## config.mk

```make
export PLATFORM = sky130hd
export DESIGN_NAME = pixelmem_arbiter
export DESIGN_NICKNAME = d
export VERILOG_FILES = /design/src/rtl/video_pkg.sv /design/src/rtl/pixelmem_wfifo.sv /design/src/rtl/pixelmem_arbiter.sv
export SDC_FILE = /design/constraint.sdc
export NUM_CORES = 1
export LEC_CHECK = 0
export CAP_MARGIN = 0
export CORE_MARGIN = 2
export CORE_UTILIZATION = 54
export CTS_CLUSTER_DIAMETER = 120
export CTS_CLUSTER_SIZE = 12
export DETAILED_ROUTE_END_ITERATION = 10
export PLACE_DENSITY = 0.9
export SYNTH_ARGS = -nofsm -noshare
export SYNTH_HDL_FRONTEND = slang
export SYNTH_HIERARCHICAL = 1
export SYNTH_SLANG_ARGS = --single-unit
```

## constraint.sdc

```tcl
create_clock -name clk -period 3.4 [get_ports clk]
set_input_delay 1.02 -clock clk [delete_from_list [all_inputs] [get_ports clk]]
set_output_delay 1.02 -clock clk [all_outputs]
set_load 0.02 [all_outputs]
```

## src/rtl/video_pkg.sv

```systemverilog
// video_pkg: framebuffer geometry, DAC codes and pixel-RAM arbiter state shared by the video blocks.
package video_pkg;
  localparam int H_PIXELS = 320;
  localparam int V_PIXELS = 240;
  localparam int ADDR_W = 17;
  localparam int DATA_W = 2;
  localparam int MEM_WORDS = H_PIXELS * V_PIXELS;
  localparam int FIFO_DEPTH = 4;
  localparam logic [1:0] SYNC = 2'b00;
  localparam logic [1:0] BLACK = 2'b01;
  typedef enum logic [1:0] {IDLE, WAIT, FILL} arb_state_e;
endpackage

```

## src/rtl/pixelmem_wfifo.sv

```systemverilog
// pixelmem_wfifo: small synchronous FIFO buffering host pixel writes until the RAM port is free.
module pixelmem_wfifo #(
  parameter int W = 19,
  parameter int DEPTH = 4
) (
  input  logic         clk,
  input  logic         reset,
  input  logic         push_valid,
  output logic         push_ready,
  input  logic [W-1:0] push_data,
  input  logic         pop,
  output logic [W-1:0] head,
  output logic         full,
  output logic         empty
);
  localparam int PW = $clog2(DEPTH);
  logic [W-1:0] mem_q [DEPTH];
  logic [PW:0] wr_q, wr_d, rd_q, rd_d;
  logic push, pull;
  // Pointers carry one extra wrap bit so full and empty are distinguishable.
  assign empty = wr_q == rd_q;
  assign full = wr_q == {~rd_q[PW], rd_q[PW-1:0]};
  assign push_ready = !full;
  assign push = push_valid && !full;
  assign pull = pop && !empty;
  assign head = mem_q[rd_q[PW-1:0]];
  always_comb begin
    wr_d = push ? wr_q + 1'b1 : wr_q;
    rd_d = pull ? rd_q + 1'b1 : rd_q;
  end
  always_ff @(posedge clk or negedge reset) begin
    if (!reset) begin
      wr_q <= '0;
      rd_q <= '0;
    end else begin
      wr_q <= wr_d;
      rd_q <= rd_d;
    end
  end
  always_ff @(posedge clk) begin
    if (push) mem_q[wr_q[PW-1:0]] <= push_data;
  end
endmodule

```

## src/rtl/pixelmem_arbiter.sv

```systemverilog
// pixelmem_arbiter: shares the pixel RAM between scan-out reads, buffered host writes and a fill engine.
module pixelmem_arbiter #(
  parameter int ADDR_W = 17,
  parameter int DATA_W = 2,
  parameter int MEM_WORDS = 76800,
  parameter int FIFO_DEPTH = 4
) (
  input  logic              clk,
  input  logic              reset,
  input  logic              vid_req,
  input  logic [ADDR_W-1:0] vid_addr,
  output logic [DATA_W-1:0] vid_data,
  output logic              vid_data_valid,
  input  logic              host_valid,
  output logic              host_ready,
  input  logic [ADDR_W-1:0] host_addr,
  input  logic [DATA_W-1:0] host_data,
  input  logic              fill_req,
  input  logic [DATA_W-1:0] fill_color,
  output logic              fill_busy,
  output logic              fill_done,
  output logic              oob_err,
  output logic [ADDR_W-1:0] ram_addr,
  output logic              ram_we,
  output logic [DATA_W-1:0] ram_wdata,
  input  logic [DATA_W-1:0] ram_rdata
);
  import video_pkg::*;
  localparam int FW = ADDR_W + DATA_W;
  localparam logic [ADDR_W-1:0] LAST = ADDR_W'(MEM_WORDS - 1);
  arb_state_e state_q, state_d;
  logic [ADDR_W-1:0] cnt_q, cnt_d;
  logic [DATA_W-1:0] color_q, color_d;
  logic vid_valid_q, vid_valid_d, busy_q, busy_d, done_q, done_d, oob_q, oob_d;
  logic [FW-1:0] head;
  logic [ADDR_W-1:0] head_addr;
  logic [DATA_W-1:0] head_data;
  logic full, empty, fifo_ready, push, pop, head_ok, fill_we, last;
  pixelmem_wfifo #(.W(FW), .DEPTH(FIFO_DEPTH)) u_wfifo (
    .clk        (clk),
    .reset      (reset),
    .push_valid (push),
    .push_ready (fifo_ready),
    .push_data  ({host_addr, host_data}),
    .pop        (pop),
    .head       (head),
    .full       (full),
    .empty      (empty)
  );
  assign {head_addr, head_data} = head;
  assign host_ready = fifo_ready && state_q == IDLE;
  assign push = host_valid && host_ready;
  // Scan-out owns the port whenever it asks; FIFO drains before the fill advances.
  assign pop = !vid_req && !empty;
  assign head_ok = head_addr <= LAST;
  assign fill_we = !vid_req && empty && state_q == FILL;
  assign last = cnt_q == LAST;
  assign ram_addr = vid_req ? vid_addr : pop ? head_addr : fill_we ? cnt_q : '0;
  assign ram_we = pop ? head_ok : fill_we;
  assign ram_wdata = vid_req ? '0 : pop ? head_data : fill_we ? color_q : '0;
  assign vid_data = ram_rdata;
  assign vid_data_valid = vid_valid_q;
  assign fill_busy = busy_q;
  assign fill_done = done_q;
  assign oob_err = oob_q;
  always_comb begin
    state_d = state_q;
    cnt_d = cnt_q;
    color_d = color_q;
    busy_d = busy_q;
    done_d = 1'b0;
    vid_valid_d = vid_req;
    oob_d = oob_q || (pop && !head_ok);
    if (state_q == IDLE && fill_req) begin
      state_d = WAIT;
      color_d = fill_color;
      busy_d = 1'b1;
    end else if (state_q == WAIT && empty) begin
      state_d = FILL;
      cnt_d = '0;
    end else if (fill_we) begin
      cnt_d = last ? cnt_q : cnt_q + 1'b1;
      state_d = last ? IDLE : FILL;
      busy_d = !last;
      done_d = last;
    end
  end
  always_ff @(posedge clk or negedge reset) begin
    if (!reset) begin
      state_q <= IDLE;
      cnt_q <= '0;
      color_q <= '0;
      vid_valid_q <= 1'b0;
      busy_q <= 1'b0;
      done_q <= 1'b0;
      oob_q <= 1'b0;
    end else begin
      state_q <= state_d;
      cnt_q <= cnt_d;
      color_q <= color_d;
      vid_valid_q <= vid_valid_d;
      busy_q <= busy_d;
      done_q <= done_d;
      oob_q <= oob_d;
    end
  end
endmodule

```

# Word-level counts from Yosys, hierarchy flattened
# Memory sizes are Yosys's and may differ from the RTL's.
# Cells that the tools add are included.
dict set report classes {
  add_sub_neg 3
  n_bitwise 2
  eq_ne 7
  n_lt_le_gt_ge 1
  n_reduce_logical 22
  muxes 22
}
# operator count
set ops {}
lappend ops {{17-bit two-way mux} 6}
lappend ops {{17-bit by 1-bit adder with 17-bit output (second input constant)} 1}
lappend ops {{17-bit equality test (second input constant)} 1}
lappend ops {{17-bit <= comparator (second input constant)} 1}
lappend ops {{2-bit two-way mux} 7}
lappend ops {{1-bit logical AND} 10}
lappend ops {{1-bit two-way mux} 9}
lappend ops {{3-bit by 1-bit adder with 3-bit output (second input constant)} 2}
lappend ops {{3-bit equality test} 2}
lappend ops {{1-bit logical NOT} 5}
lappend ops {{2-bit nonzero test} 2}
lappend ops {{3-bit AND reduction} 1}
lappend ops {{3-bit nonzero test} 1}
lappend ops {{2-bit by 1-bit equality test with 1-bit output (second input constant)} 1}
lappend ops {{2-bit equality test (second input constant)} 1}
lappend ops {{2-bit logical NOT} 1}
lappend ops {{2-bit by 1-bit != test with 1-bit output (second input constant)} 1}
lappend ops {{2-bit != test (second input constant)} 1}
lappend ops {{1-bit inverter} 2}
lappend ops {{2-bit AND reduction} 1}
lappend ops {{1-bit logical OR} 1}
dict set report word_totals {
  reg_bits 31
  memories 1
  in_bits 45
  mem_bits_rw 76
  out_inout_bits 27
}
# memory words width read_ports rd_clocked_by_memory_dff wr line_no
set mem_list {}
lappend mem_list {u_wfifo.mem_q 4 19 1 0 1 pixelmem_wfifo.sv:17} ;# logic [W-1:0] mem_q [DEPTH];

# Logic depth before layout (Yosys ltp)
dict set report logic_depth {
  depth_word 8
  ltp_mapped 9
}

# Cells and area by module
# The synthesis kept the hierarchy.
# module instances cells_each area_each_um2
set modules_own_cells {}
lappend modules_own_cells {pixelmem_wfifo 1 148 3218.1}
lappend modules_own_cells {pixelmem_arbiter 1 210 1704.1}

# Least setup slack after synthesis
# No wires, ideal clock.
dict set report synth_path {
  path_kind {input port to output port}
  startpoint {input vid_req}
  endpoint {output ram_addr[11]}
  n_path_buf 3
  setup_slack_ns -0.063
  t_arrival_ns 2.443
  stages 6
  cell_sequence {buf_2 -> and4bb_1 -> buf_4 -> clkbuf_1 -> a21oi_1 -> o21ai_0}
}
dict set report synth_between {
  elab_chain_cells 6
  word_cells_on_any_way 7
}
# item line_no
set synth_rtl {}
lappend synth_rtl {{start, declared} pixelmem_arbiter.sv:10} ;# input logic vid_req,
lappend synth_rtl {{1-bit logical NOT} {pixelmem_arbiter.sv:54, pixelmem_arbiter.sv:56}}
lappend synth_rtl {{1-bit logical AND (2 in a row)} pixelmem_arbiter.sv:56} ;# assign fill_we = !vid_req && empty && state_q == FILL;
lappend synth_rtl {{17-bit two-way mux (2 in a row)} pixelmem_arbiter.sv:58} ;# assign ram_addr = vid_req ? vid_addr : pop ? head_addr : fill_we ? cnt_q : '0;
lappend synth_rtl {{17-bit two-way mux *} pixelmem_arbiter.sv:58}
lappend synth_rtl {{end, declared} pixelmem_arbiter.sv:23} ;# output logic [ADDR_W-1:0] ram_addr,
# Mark *: on every way between the ends. The rest lies on a longest branch, timed or not.

# Worst setup path after layout
dict set report layout_path {
  startpoint {input vid_req}
  endpoint {output ram_addr[9]}
}
# Same word-level chain as after synthesis.

==> impl_metrics.yaml <==
grt:
  met3_usage: 0.0429
  grt_pass1_wl_mm: 16.6
  grt_usage: 0.220
  grt_pass1_vias: 3288
  met2_usage: 0.370
  grt_max_degree: 32
  busiest_layer: "met2"
  grt_overflow: 0
  antenna_found_initial: 0
  grtUsageMet1: 0.289
placement:
  io_buffers: 67
  pre_cts_slack_ns: -0.559
  hpwl_mm: 7.36
  dp.cells: 532
  gp_congestion: 0.839
drt:
  routed_wl_mm: 10.5
  avgViaCountPerCell: 5.88
  ant_nets: 0
  firstDrtPassIters: 4
  drtIter0Drc: 176
  routedWlPerCell_um: 18.8
  drc: 0
  vias: 3273
worst_setup_path:
  crit_buf_inv: 3
  r2r_slack_ns: 0.78
  end_kind: "primary output"
  cp_slowest_cell: "and4bb_1"
  reg2reg_depth: 8
  crit_family: "buffers and inverters"
  slowest_delay_ns: 0.38
  r2r-end: "cnt_q[15]"
  critPathArrivalTime_ns: 2.38
  cp_cell_sequence: "clkdlybuf4s15_1 -> and4bb_1 -> buf_12 -> a21oi_1 -> o21ai_1 -> dlygate4sd2_1"
  critPathMaxFanout: 19
  critPathKind: "in2out"
  crit_start: "vid_req"
  cp.required_ns: 2.38
  worstSetupStartpointType: "primary input"
  worstReg2RegStart: "u_wfifo/rd_q[2]"
min_path:
  min_delay_path_depth: 1
  hold_end: "color_q[0]"
  holdCritStartpoint: "color_q[0]"
  min_path_type: "reg2reg"
clocking:
  cts_tree: "built"
  clockRootBuffer: "clkbuf_8"
  hold_buffers: 0
  numClockSinks: 107
  numCtsBuffers: 9
  clk_path_buf_depth: 2
  htreeDepth: 3
  path_clk_slew_ns: 0.09
  worstSkewPairLatency_ns: 0.38
timing:
  fin_crit_sh: 1.00
  skew_ns: 0.0185
  tns_ns: -0.00488
  hold_viol_final: 0
  rsz0062_at_grt: "yes"
  max_slew_margin: 0.409
  setup_violations: 1
  final.min_clock_period_ns: 3.40
  final.setup.worst_slack_ns: -0.00488
  fmax_ghz: 0.294
  drv_slew: 0
  tightest_slew_ns: 0.884
cells_and_area:
  syn_to_final_growth_pct: 21.9
  layout-drive-gt1-share: 0.220
  diodes: 0
  stdcell_count: 557
  finalNetCount: 495
floorplan:
  initial_core_util: 0.561
  core_area_um2: 8760
  dieArea_um2: 9890
  fp-row-count: 34
  die_w_um: 99.4
  ios: 72
  die_h_um: 99.4
yosys:
  synthesis.area_um2: 4920
  avgSynthCellArea_um2: 13.8
  ys.warnings.count: 6
  synth_fp_nets: 408
  synthCells: 357
job:
  drv_cap: 0
outcome:
  violations: "negative setup slack"
  run_status: "finished with violations"
power_and_ir_drop:
  p_per_area_nw_per_um2: 496
  static-leakage-power_nw: 2.21
  worst_ir_drop_vdd_uv: 344
## layout make-up
type	instances	area, µm²
sequential	107	3060
fill	599	2770
multi-input combinational	220	1720
timing repair buffer	98	865
tap	108	135
clock buffer	10	128
clock inverter	6	58.8
inverter	8	30.0
## layout by cell type (no fill, tap or decap), types with 11 or more instances in the layout
master           count
nor2b_1             14
mux4_2              19
dfrtp_1             31
o21ai_1             14
clkdlybuf4s50_1     46
a21oi_1             31
nand2_1             27
o31ai_1             11
buf_4               24
clkbuf_2            14
edfxtp_1            76
## power by group
part	switching, mW	leakage, nW	total (mW)	internal [mW]
Sequential	0.0635	1.08	1.50	1.44
Clock	0.448	0.0906	0.730	0.282
Combinational	0.363	1.04	0.741	0.378
## metrics by stage
step / util / power (mW) / hold slack (ns) / area (µm²)
2_1_floorplan: - / 1.95 / 0.482 / 4920
3_3_place_gp: 0.662 / 2.21 / 0.492 / 5800
3_5_place_dp: 0.662 / 2.24 / 0.507 / 5800
4_1_cts: 0.688 / 2.96 / 0.525 / 6030
5_1_grt: 0.684 / 3.11 / 0.539 / 5990
6_report: 0.684 / 2.97 / 0.524 / 5990
## flip-flops by register name, indices dropped and copies added (netlist names)
name,cells
fill_busy,1
u_wfifo/wr_q,3
color_q,2
fill_done,1
u_wfifo/mem_q,76
u_wfifo/rd_q,3
cnt_q,17
vid_data_valid,1
state_q,2
oob_err,1
## worst max path at each step
| stage | end | cells after the start | slack [ns] |
|---|---|---|---|
| after floorplan | ram_addr[0] | 6 | -0.06 |
| after global placement | ram_addr[5] | 7 | -0.48 |
| after detailed placement | ram_addr[5] | 7 | -0.56 |
| after CTS | ram_addr[1] | 6 | 0.0002 |
| after global routing | ram_addr[9] | 8 | -0.07 |
| final | ram_addr[9] | 6 | -0.005 |
## routing by layer
metal,share of wire,vias up
li1,-,1538
met4,0.019,0
met3,0.062,19
met1,0.41,1614
met5,0,-
met2,0.51,102
## timing repair
action / 4_1_cts / 5_1_grt
setup buffers: 3 / 5
pin swaps: 1 / 2
endpoints found under the setup margin: 20 / 20
gates cloned: 1 / 0
gates resized for setup: 39 / 33
Note: power is estimated with default switching activity, not from simulation.
